<file path="config.mk">
export PLATFORM = sky130hd
export DESIGN_NAME = sync_filter
export DESIGN_NICKNAME = d
export VERILOG_FILES = /design/src/rtl/sync_filter_pkg.sv /design/src/rtl/sync_filter_chan.sv /design/src/rtl/sync_filter.sv
export SDC_FILE = /design/constraint.sdc
export NUM_CORES = 1
export LEC_CHECK = 0
export CORE_AREA = 2 2 39 41
export CTS_BUF_LIST = sky130_fd_sc_hd__clkbuf_16
export CTS_CLUSTER_DIAMETER = 80
export DETAILED_ROUTE_END_ITERATION = 16
export DIE_AREA = 0 0 41 43
export PLACE_DENSITY_LB_ADDON = 0.25
export SETUP_SLACK_MARGIN = 0.15
export SKIP_CTS_REPAIR_TIMING = 1
export SYNTH_ARGS = -nofsm -noshare
export SYNTH_HDL_FRONTEND = slang
export SYNTH_SLANG_ARGS = --single-unit
</file>
<file path="constraint.sdc">
create_clock -name clk -period 1 [get_ports clk]
set_input_delay 0.1 -clock clk [delete_from_list [all_inputs] [get_ports clk]]
set_output_delay 0.1 -clock clk [all_outputs]
set_load 0.02 [all_outputs]
</file>
<file path="src/rtl/sync_filter_pkg.sv">
// sync_filter_pkg: shared sizing helpers and parameter-legality rules for sync_filter.
package sync_filter_pkg;
  localparam int MIN_STAGES = 2;
  function automatic int cnt_width(input int filter_cycles);
    return $clog2(filter_cycles) > 1 ? $clog2(filter_cycles) : 1;
  endfunction
  function automatic bit params_ok(input int stages, input int filter_cycles);
    return stages >= MIN_STAGES && filter_cycles >= 1;
  endfunction
endpackage

</file>
<file path="src/rtl/sync_filter_chan.sv">
// sync_filter_chan: one-channel stability filter with optional rise/fall pulses (SYNC_FILTER_EDGE_EN).
module sync_filter_chan
  import sync_filter_pkg::*;
#(
  parameter int   FILTER_CYCLES = 4,
  parameter logic RESET_VAL     = 1'b0
) (
  input  logic clk,
  input  logic rst_n,
  input  logic sy,
  output logic q,
  output logic pending,
  output logic rise,
  output logic fall
);
  localparam int CW = cnt_width(FILTER_CYCLES);
  localparam logic [CW-1:0] CNT_MAX = CW'(FILTER_CYCLES - 1);
  logic [CW-1:0] cnt;
  logic update;
  assign update  = (sy != q) && (cnt == CNT_MAX);
  assign pending = cnt != '0;
  // any return to q discards the run: no partial credit
  always_ff @(posedge clk or negedge rst_n)
    if (!rst_n) begin
      q   <= RESET_VAL;
      cnt <= '0;
    end else begin
      q   <= update ? sy : q;
      cnt <= (sy == q || update) ? '0 : cnt + 1'b1;
    end
`ifdef SYNC_FILTER_EDGE_EN
  always_ff @(posedge clk or negedge rst_n)
    if (!rst_n) begin
      rise <= 1'b0;
      fall <= 1'b0;
    end else begin
      rise <= update & sy;
      fall <= update & ~sy;
    end
`else
  assign rise = 1'b0;
  assign fall = 1'b0;
`endif
endmodule

</file>
<file path="src/rtl/sync_filter.sv">
// sync_filter: per-channel flop-chain synchronizer followed by a debounce filter.
// Edge pulse outputs are live only when SYNC_FILTER_EDGE_EN is defined.
module sync_filter
  import sync_filter_pkg::*;
#(
  parameter int               WIDTH         = 1,
  parameter int               STAGES        = 2,
  parameter int               FILTER_CYCLES = 4,
  parameter logic [WIDTH-1:0] RESET_VAL     = '0
) (
  input  logic             clk,
  input  logic             rst_n,
  input  logic [WIDTH-1:0] d,
  output logic [WIDTH-1:0] q,
  output logic [WIDTH-1:0] pending,
  output logic [WIDTH-1:0] rise,
  output logic [WIDTH-1:0] fall
);
  if (!params_ok(STAGES, FILTER_CYCLES)) begin : g_bad_params
    $error("sync_filter: STAGES must be >= %0d and FILTER_CYCLES >= 1", MIN_STAGES);
  end
  logic [WIDTH-1:0] s [STAGES];
  always_ff @(posedge clk or negedge rst_n)
    if (!rst_n) begin
      for (int i = 0; i < STAGES; i++) s[i] <= RESET_VAL;
    end else begin
      s[0] <= d;
      for (int i = 1; i < STAGES; i++) s[i] <= s[i-1];
    end
  for (genvar c = 0; c < WIDTH; c++) begin : g_chan
    sync_filter_chan #(
      .FILTER_CYCLES(FILTER_CYCLES),
      .RESET_VAL    (RESET_VAL[c])
    ) u_chan (
      .clk    (clk),
      .rst_n  (rst_n),
      .sy     (s[STAGES-1][c]),
      .q      (q[c]),
      .pending(pending[c]),
      .rise   (rise[c]),
      .fall   (fall[c])
    );
  end
endmodule

</file>
==> results of run 1 <==
cell usage in the layout, fill, tap and decap left out:
master                            instances
sky130_fd_sc_hd__clkdlybuf4s50_1          2
sky130_fd_sc_hd__ha_2                     1
sky130_fd_sc_hd__inv_2                    2
sky130_fd_sc_hd__dfrtp_1                  5
sky130_fd_sc_hd__clkbuf_16                3
sky130_fd_sc_hd__ha_4                     1
sky130_fd_sc_hd__buf_4                    2
sky130_fd_sc_hd__nor3_4                   1
sky130_fd_sc_hd__mux2_4                   1
sky130_fd_sc_hd__conb_1                   2
sky130_fd_sc_hd__inv_1                    2
sky130_fd_sc_hd__xnor2_2                  1
sky130_fd_sc_hd__buf_6                    3
sky130_fd_sc_hd__nor3b_2                  1
worst max-delay path: stages, from the launching register on:
cell                      delay (ps)
sky130_fd_sc_hd__dfrtp_1         380
sky130_fd_sc_hd__buf_6           130
sky130_fd_sc_hd__ha_4            150
sky130_fd_sc_hd__mux2_4          290
sequential cells by signal, summed over array words and instances, names as in the netlist:
| register | cells |
|---|---|
| g_chan.u_chan.cnt | 2 |
| s | 2 |
| g_chan.u_chan.q | 1 |
per-stage QoR:
step	power (W)	hold slack, ps	instances	setup WS, ps
after CTS	0.00136	104	43	-541
after detailed placement	0.000707	335	39	-290
after global placement	0.000705	334	39	-272
after global routing	0.00155	110	43	-121
after floorplan	0.000535	-196	18	25.3
final	0.00145	95.8	43	-77.7
area by class of cell:
type | instances | area, sq um | share of cell area [%]
sequential | 5 | 125 | 30.4
multi-input combinational | 8 | 108 | 26.1
clock buffer | 3 | 75.1 | 18.2
timing repair buffer | 7 | 68.8 | 16.7
tap | 16 | 20.0 | 4.86
inverter | 3 | 11.3 | 2.74
clock inverter | 1 | 3.75 | 0.912
routing by layer:
layer,global-route usage [%],vias up
li1,-,66
met1,6.54,69
met2,7.81,7
met3,6.28,0
met4,0,0
met5,0,-
power by group through the flow:
stage	Combinational [W]	Clock [W]	Sequential, W
2_1_floorplan	0.000202	0	0.000332
3_3_place_gp	0.000401	0	0.000304
3_5_place_dp	0.000401	0	0.000306
4_1_cts	0.000405	0.000653	0.000305
5_1_grt	0.000549	0.000671	0.000325
6_report	0.000495	0.000642	0.000314
cells by family after synthesis:
family	Yosys count	synth area share, %
xor+xnor	1	4.02
fa+ha+maj	2	11.5
buf+inv	5	12.1
flops	5	57.5
mux	1	5.17
other cells	1	1.72
simple gates	2	8.04
path summary, 6_finish.rpt:
kind                                                         from                        endpoint  cells after the start
worst min register to register                     s[1]$_DFF_PN0_                  s[0]$_DFF_PN0_                      0
worst max-delay path            g_chan[0].u_chan.cnt[0]$_DFF_PN0_  g_chan[0].u_chan.q$_DFFE_PN0P_                      3
min in group clk                                                d                  s[1]$_DFF_PN0_                      1
worst max register to register  g_chan[0].u_chan.cnt[0]$_DFF_PN0_  g_chan[0].u_chan.q$_DFFE_PN0P_                      3
max in group asynchronous                                   rst_n                  s[0]$_DFF_PN0_                      1
worst min-delay path                                        rst_n  g_chan[0].u_chan.q$_DFFE_PN0P_                      1
==> results.md, run 1 <==
- The flow ran to the end, but the final reports show violations.
- The final reports fail on negative setup slack.
- The met2 wire length is 172 microns.
- The register-to-register setup slack is -80 ps.
- By area the synthesized netlist is led by sky130_fd_sc_hd__dfrtp_1 57%, sky130_fd_sc_hd__ha_1 11%, sky130_fd_sc_hd__buf_4 6.9%, sky130_fd_sc_hd__nor3b_2 5.7%, sky130_fd_sc_hd__inv_1 5.2%.
- The routed design has 342 microns of wire.
- The routed length on met3 is 37 microns.
- TritonCTS built the clock tree.
- The number of antenna diodes is 0.
- The count of nets left with antenna violations once routing finished came out at 0.
- After synthesis the netlist holds a flip-flop and latch count of 5.
- Counting flops with a built-in enable in the synthesized netlist gives 0.
- The mean cell area of the mapped netlist is 12.8 sq um.
- The sum of net half-perimeters after detailed placement is 228 microns.
- The clock net in this run drives a total of 5 sinks.
- CTS built an H-tree with a depth of 1.
- Power spread over the standard cell area amounts to 3530 nW/um^2.
- The synthesized cell area is 218 sq um.
- Setup violations remaining at the end of the flow were counted as 4.
- The wire length of the first global-routing pass is 648 microns.
- The proportion of register bits with asynchronous set or reset after synthesis is 100%.
- The number of violations reported at the end of detailed-routing iteration 0 is 0.
- The predominant post-synthesis flop cell is sky130_fd_sc_hd__dfrtp_1.
- TritonCTS created 3 clock buffers.
- The clock latency of the later-clocked register in the worst-skew pair is 220 ps.
- The core area is 1380 sq um.
- In this run switching power makes up 26.8% of total power.
- Port buffering added 4 buffers.
- The via count of the first global-routing pass is 176.
- The standby leakage power is 0.192 nW.
- The floorplan has 14 rows.
- The max-capacitance violation count is 0.
- The sort of element at the start of the critical path is a flip-flop.
- Pin placement for this block handled 7 I/O pins.
- In this run the clock root is driven by a sky130_fd_sc_hd__clkbuf_16.
- The final weighted congestion of routability-driven global placement is 0.645.
- The area after detailed placement is 303 sq um.
- In this run, distinct cell masters in the synthesized netlist total 9.
- For this run, the detailed router's first-pass iteration total came to 1.
- For this run the aggregate overflow at the end of global routing stands at 0.
- Subtracting the final worst setup slack from the clock period gives 1080 ps.
- The routed layout has 142 vias.
- The total count of hold-check failures in the final report is 0.
- The area overhead of the layout relative to synthesis is 89.1%.
- The setup skew after layout is 2.44 ps.
- The number of vias per cell after detailed routing is 3.30.
- The worst setup path is of the reg -> reg kind.
- The ratio of final minimum period to clock period is 108%.
- After layout, the worst setup slack is -77.7 ps.
- The worst setup path is captured at a flip-flop.
- The post-detailed-route DRC marker count is 0.
- Counting instances in the post-synthesis netlist gives the leading cell types as 5 x sky130_fd_sc_hd__dfrtp_1, 3 x sky130_fd_sc_hd__inv_1, 2 x sky130_fd_sc_hd__buf_4, 2 x sky130_fd_sc_hd__ha_1.
- The proportion of netlist area held by the largest area contributor is 57.5%.
- In this run the power spent charging and discharging nets is 0.000389 W.
- The final number of max-transition violations is 0.
- The uppermost layer routed is met3.
- The detailed router put a total of 132 microns of wire on met1.
- The final layout contains 33 nets.
- In this run the horizontal extent of the chip is 41 microns.
- sky130_fd_sc_hd__dfrtp_1 takes more of the synthesized area than any other cell.
- Global routing used 5.75% of the available tracks across all layers.
- The initial antenna violation count is 0.
- The sequential share of power is 21.6%.
- For the worst setup path, the data required time is 1110 ps.
- The maximum VDD drop is 1.27 mV.
- The maximum fanout count along the critical path is 2.
- Sequential elements use 57.5% of the synthesized area.
- Of the total power, the clock network draws 44.3%.
- Setup repair after global routing could not meet its margin everywhere.
- After clock tree synthesis, the clock-pin slew on the worst setup and hold paths is 30 ps.
- The fraction of layout cells with a size suffix above 1 is 59.3%.
- The arrival time at the worst endpoint is 1180 ps.
- Measured on the finished design, the core utilization comes to 29.7%.
- The tightest min-delay check is of the in -> async type.
- The warning count from the yosys run is 0.
- The post-route setup TNS is -224 ps.
- The die area is 1760 sq um.
- In the synthesized netlist, the number of instances is 17.
- The average detailed-routed wire length per instance is 7.95 microns.
- The area of all placed cells without fillers is 412 sq um.
- The achievable clock frequency is 928 MHz.
- Cell internal power was estimated by the tool at 0.00106 W.
- The most numerous cell in the Yosys netlist is sky130_fd_sc_hd__dfrtp_1.
- From bottom edge to top edge, the die measures 43 microns.
- The effective utilization at floorplan is 15.7%.
- Entering global routing, the biggest net connects 6 pins.
- The combinational cell fraction of total power is 34.1%.
- The number of filler cells placed in the layout is 145.
- The buffer levels on the longest clock path is 2.
No activity file was read; power rests on OpenSTA's default activity.
==> run 2, diff against run 1 <==
--- a/config.mk
+++ b/config.mk
@@ -10,7 +10,8 @@
 export CTS_CLUSTER_DIAMETER = 80
 export DETAILED_ROUTE_END_ITERATION = 16
 export DIE_AREA = 0 0 41 43
-export PLACE_DENSITY_LB_ADDON = 0.25
+export PLACE_DENSITY = 0.38
+export RECOVER_POWER = 50
 export SETUP_SLACK_MARGIN = 0.15
 export SKIP_CTS_REPAIR_TIMING = 1
 export SYNTH_ARGS = -nofsm -noshare
==> results.md, run 2 (synthesis results as in run 1) <==
- The core area is 1380 sq um.
- The maximum VDD drop is 1.33 mV.
- The average detailed-routed wire length per instance is 8.09 microns.
- Clock skew on the completed layout was measured at 2.88 ps.
- The power density over cell area is 3530 nW/um^2.
- The ratio of final minimum period to clock period is 107%.
- The maximum cell stage delay along the critical path is 370 ps.
- The number of rows created at floorplan is 14.
- For the worst setup path, the data arrival time is 1180 ps.
- The number of clock buffers added by TritonCTS is 3.
- TritonCTS built the clock tree.
- The total number of clock tree sinks is 5.
- The pin count of the biggest net entering global routing is 6.
- The worst-path cell with the longest stage delay is sky130_fd_sc_hd__dfrtp_1.
- The effective utilization at floorplan is 15.7%.
- In this run the worst hold path is classified as in -> async.
- The cell sitting at the root of the clock tree is a sky130_fd_sc_hd__clkbuf_16.
- Counting cells, the worst reg-to-reg path comes to 3.
- The library cell used most frequently in the layout, excluding fill and tap cells, is sky130_fd_sc_hd__dfrtp_1.
- Detailed placement ended at an HPWL of 239 microns.
- Setup repair after global routing could not meet its margin everywhere.
- The depth of the CTS H-tree is 1.
- Of all nets on the critical path, the largest fanout is 2.
- The post-detailed-route DRC marker count is 0.
- The final critical-path required period is 1070 ps.
- Routability-driven placement finished with a final weighted congestion of 0.596.
- The kind of critical path is reg -> reg.
- Leaving out fill and tap cells, the most frequent cells in the layout are 5 x sky130_fd_sc_hd__dfrtp_1, 4 x sky130_fd_sc_hd__buf_4, 3 x sky130_fd_sc_hd__inv_1, 3 x sky130_fd_sc_hd__clkbuf_16.
- The combinational cell fraction of total power is 34.6%.
- The register-to-register setup slack is -70 ps.
- The critical path goes through buf_4 > ha_4 > mux2_4.
- The area after detailed placement is 310 sq um.
- In this run the power spent charging and discharging nets is 0.000382 W.
- The first-pass detailed-route iteration total is 1.
- The total overflow left after global routing is 0.
- The die area is 1760 sq um.
- The floorplan die height is 43 microns.
- The floorplan step set the die width to 41 microns.
- The buffer levels on the longest clock path is 2.
- The checks that failed: negative setup slack.
- The detailed router placed 150 vias in this run.
- The analysis attributes to cell leakage a power of 0.197 nW.
- The run finished, with violations left.
- The initial antenna violation count is 0.
- Of the cells placed in the final design, the portion with a size suffix greater than 1 is 57.1%.
- STA classifies the critical path startpoint as a flip-flop.
- Prior to clock tree synthesis, the placed netlist has a worst setup slack of -283 ps.
- The final layout contains 34 nets.
- The finished cells cover 409 sq um.
- The sequential share of power is 20.4%.
- The origin of the critical flop-to-flop path is g_chan[0].u_chan.cnt[0]$_DFF_PN0_.
- The via count of the first global-routing pass is 153.
- Once layout is complete, the utilization of the core stands at 29.6%.
- The post-route antenna net violation count is 0.
- The number of antenna diodes is 0.
- In this run the tool buffered the top-level ports with 4 buffer cells.
- For the worst-skew pair, the clock arrives at the later sink with an insertion delay of 230 ps.
- Cell internal power was estimated by the tool at 0.00106 W.
- Setup violations remaining at the end of the flow were counted as 4.
- The wire length of the first global-routing pass is 586 microns.
- The area growth from synthesis to layout is 87.9%.
- The total count of hold-check failures in the final report was 0.
- Based on the critical path, the design can be clocked at up to 931 MHz.
- The number of violations reported at the end of detailed-routing iteration 0 is 0.
- The largest registers in the layout are g_chan.u_chan.cnt: 2 flops, s: 2 flops, g_chan.u_chan.q: 1 flops.
- The max-capacitance violation count is 0.
- The worst setup slack after layout is -73.9 ps.
- The capture point of the worst reg-to-reg path is g_chan[0].u_chan.q$_DFFE_PN0P_.
- Data on the critical path is required at its endpoint by 1110 ps.
- Global routing used 5.96% of the available tracks across all layers.
- The final number of max-transition violations came to 0.
- The fraction of power consumed by the clock network is 45.0%.
- Of the total power, the share spent switching nets is 26.4%.
- In the routed layout, each cell is associated on average with a via count of 3.41.
- Clock-pin slew was measured on the worst setup and hold paths at 30 ps.
- The category of the worst setup path capture point is a flip-flop.
- The routed design has 356 microns of wire.
- Pin placement for this block handled 7 I/O pins.
[run 2: per-layer routing]
metal / GRT usage [%] / vias to the layer above / routed length, microns
li1: - / 68 / -
met1: 6.23 / 72 / 124
met2: 5.94 / 8 / 176
met3: 6.28 / 2 / 41
met4: 6.00 / 0 / 13
met5: 0 / - / 0
[run 2: how the worst max path moves through the flow]
| stage | start | endpoint | slack [ps] | depth (start not counted) |
|---|---|---|---|---|
| detailed placement | g_chan[0].u_chan.cnt[1]$_DFF_PN0_ | pending | -280 | 4 |
| floorplan | g_chan[0].u_chan.cnt[0]$_DFF_PN0_ | g_chan[0].u_chan.q$_DFFE_PN0P_ | 30 | 2 |
| CTS | g_chan[0].u_chan.cnt[1]$_DFF_PN0_ | pending | -530 | 4 |
| global route | g_chan[0].u_chan.cnt[1]$_DFF_PN0_ | pending | -130 | 4 |
| global placement | g_chan[0].u_chan.cnt[1]$_DFF_PN0_ | pending | -280 | 4 |
| finish | g_chan[0].u_chan.cnt[0]$_DFF_PN0_ | g_chan[0].u_chan.q$_DFFE_PN0P_ | -70 | 3 |
[run 2: final cells by class]
type	instances	area (sq um)
inverters	3	11.3
clock buffers	3	75.1
multi-input cells	8	101
flip-flops and latches	5	125
fillers	137	975
well taps	16	20.0
clock inverters	1	3.75
repair buffers	8	72.6
[run 2: through the flow]
stage          setup TNS [ps]  power [W]  instances  hold WS (ps)
6_report                 -184    0.00145         44           162
5_1_grt                  -411    0.00153         44           178
4_1_cts                 -1020    0.00140         44          96.5
3_5_place_dp             -486   0.000738         40           339
3_3_place_gp             -519   0.000737         40           334
2_1_floorplan               0   0.000535         18          -196
[run 2: power by group through the flow]
stage	combinational (W)	sequential, W	clock (W)
detailed placement	0.000446	0.000292	0
finish	0.000500	0.000295	0.000650
global placement	0.000446	0.000291	0
floorplan	0.000202	0.000332	0
CTS	0.000449	0.000292	0.000662
global route	0.000555	0.000306	0.000669
[run 2: critical path: cells and delay by family (launching register included)]
| family | cells | cell delay, ps |
|---|---|---|
| DFF | 1 | 370 |
| buffers and inverters | 1 | 150 |
| muxes | 1 | 290 |
| adders and majority gates | 1 | 150 |
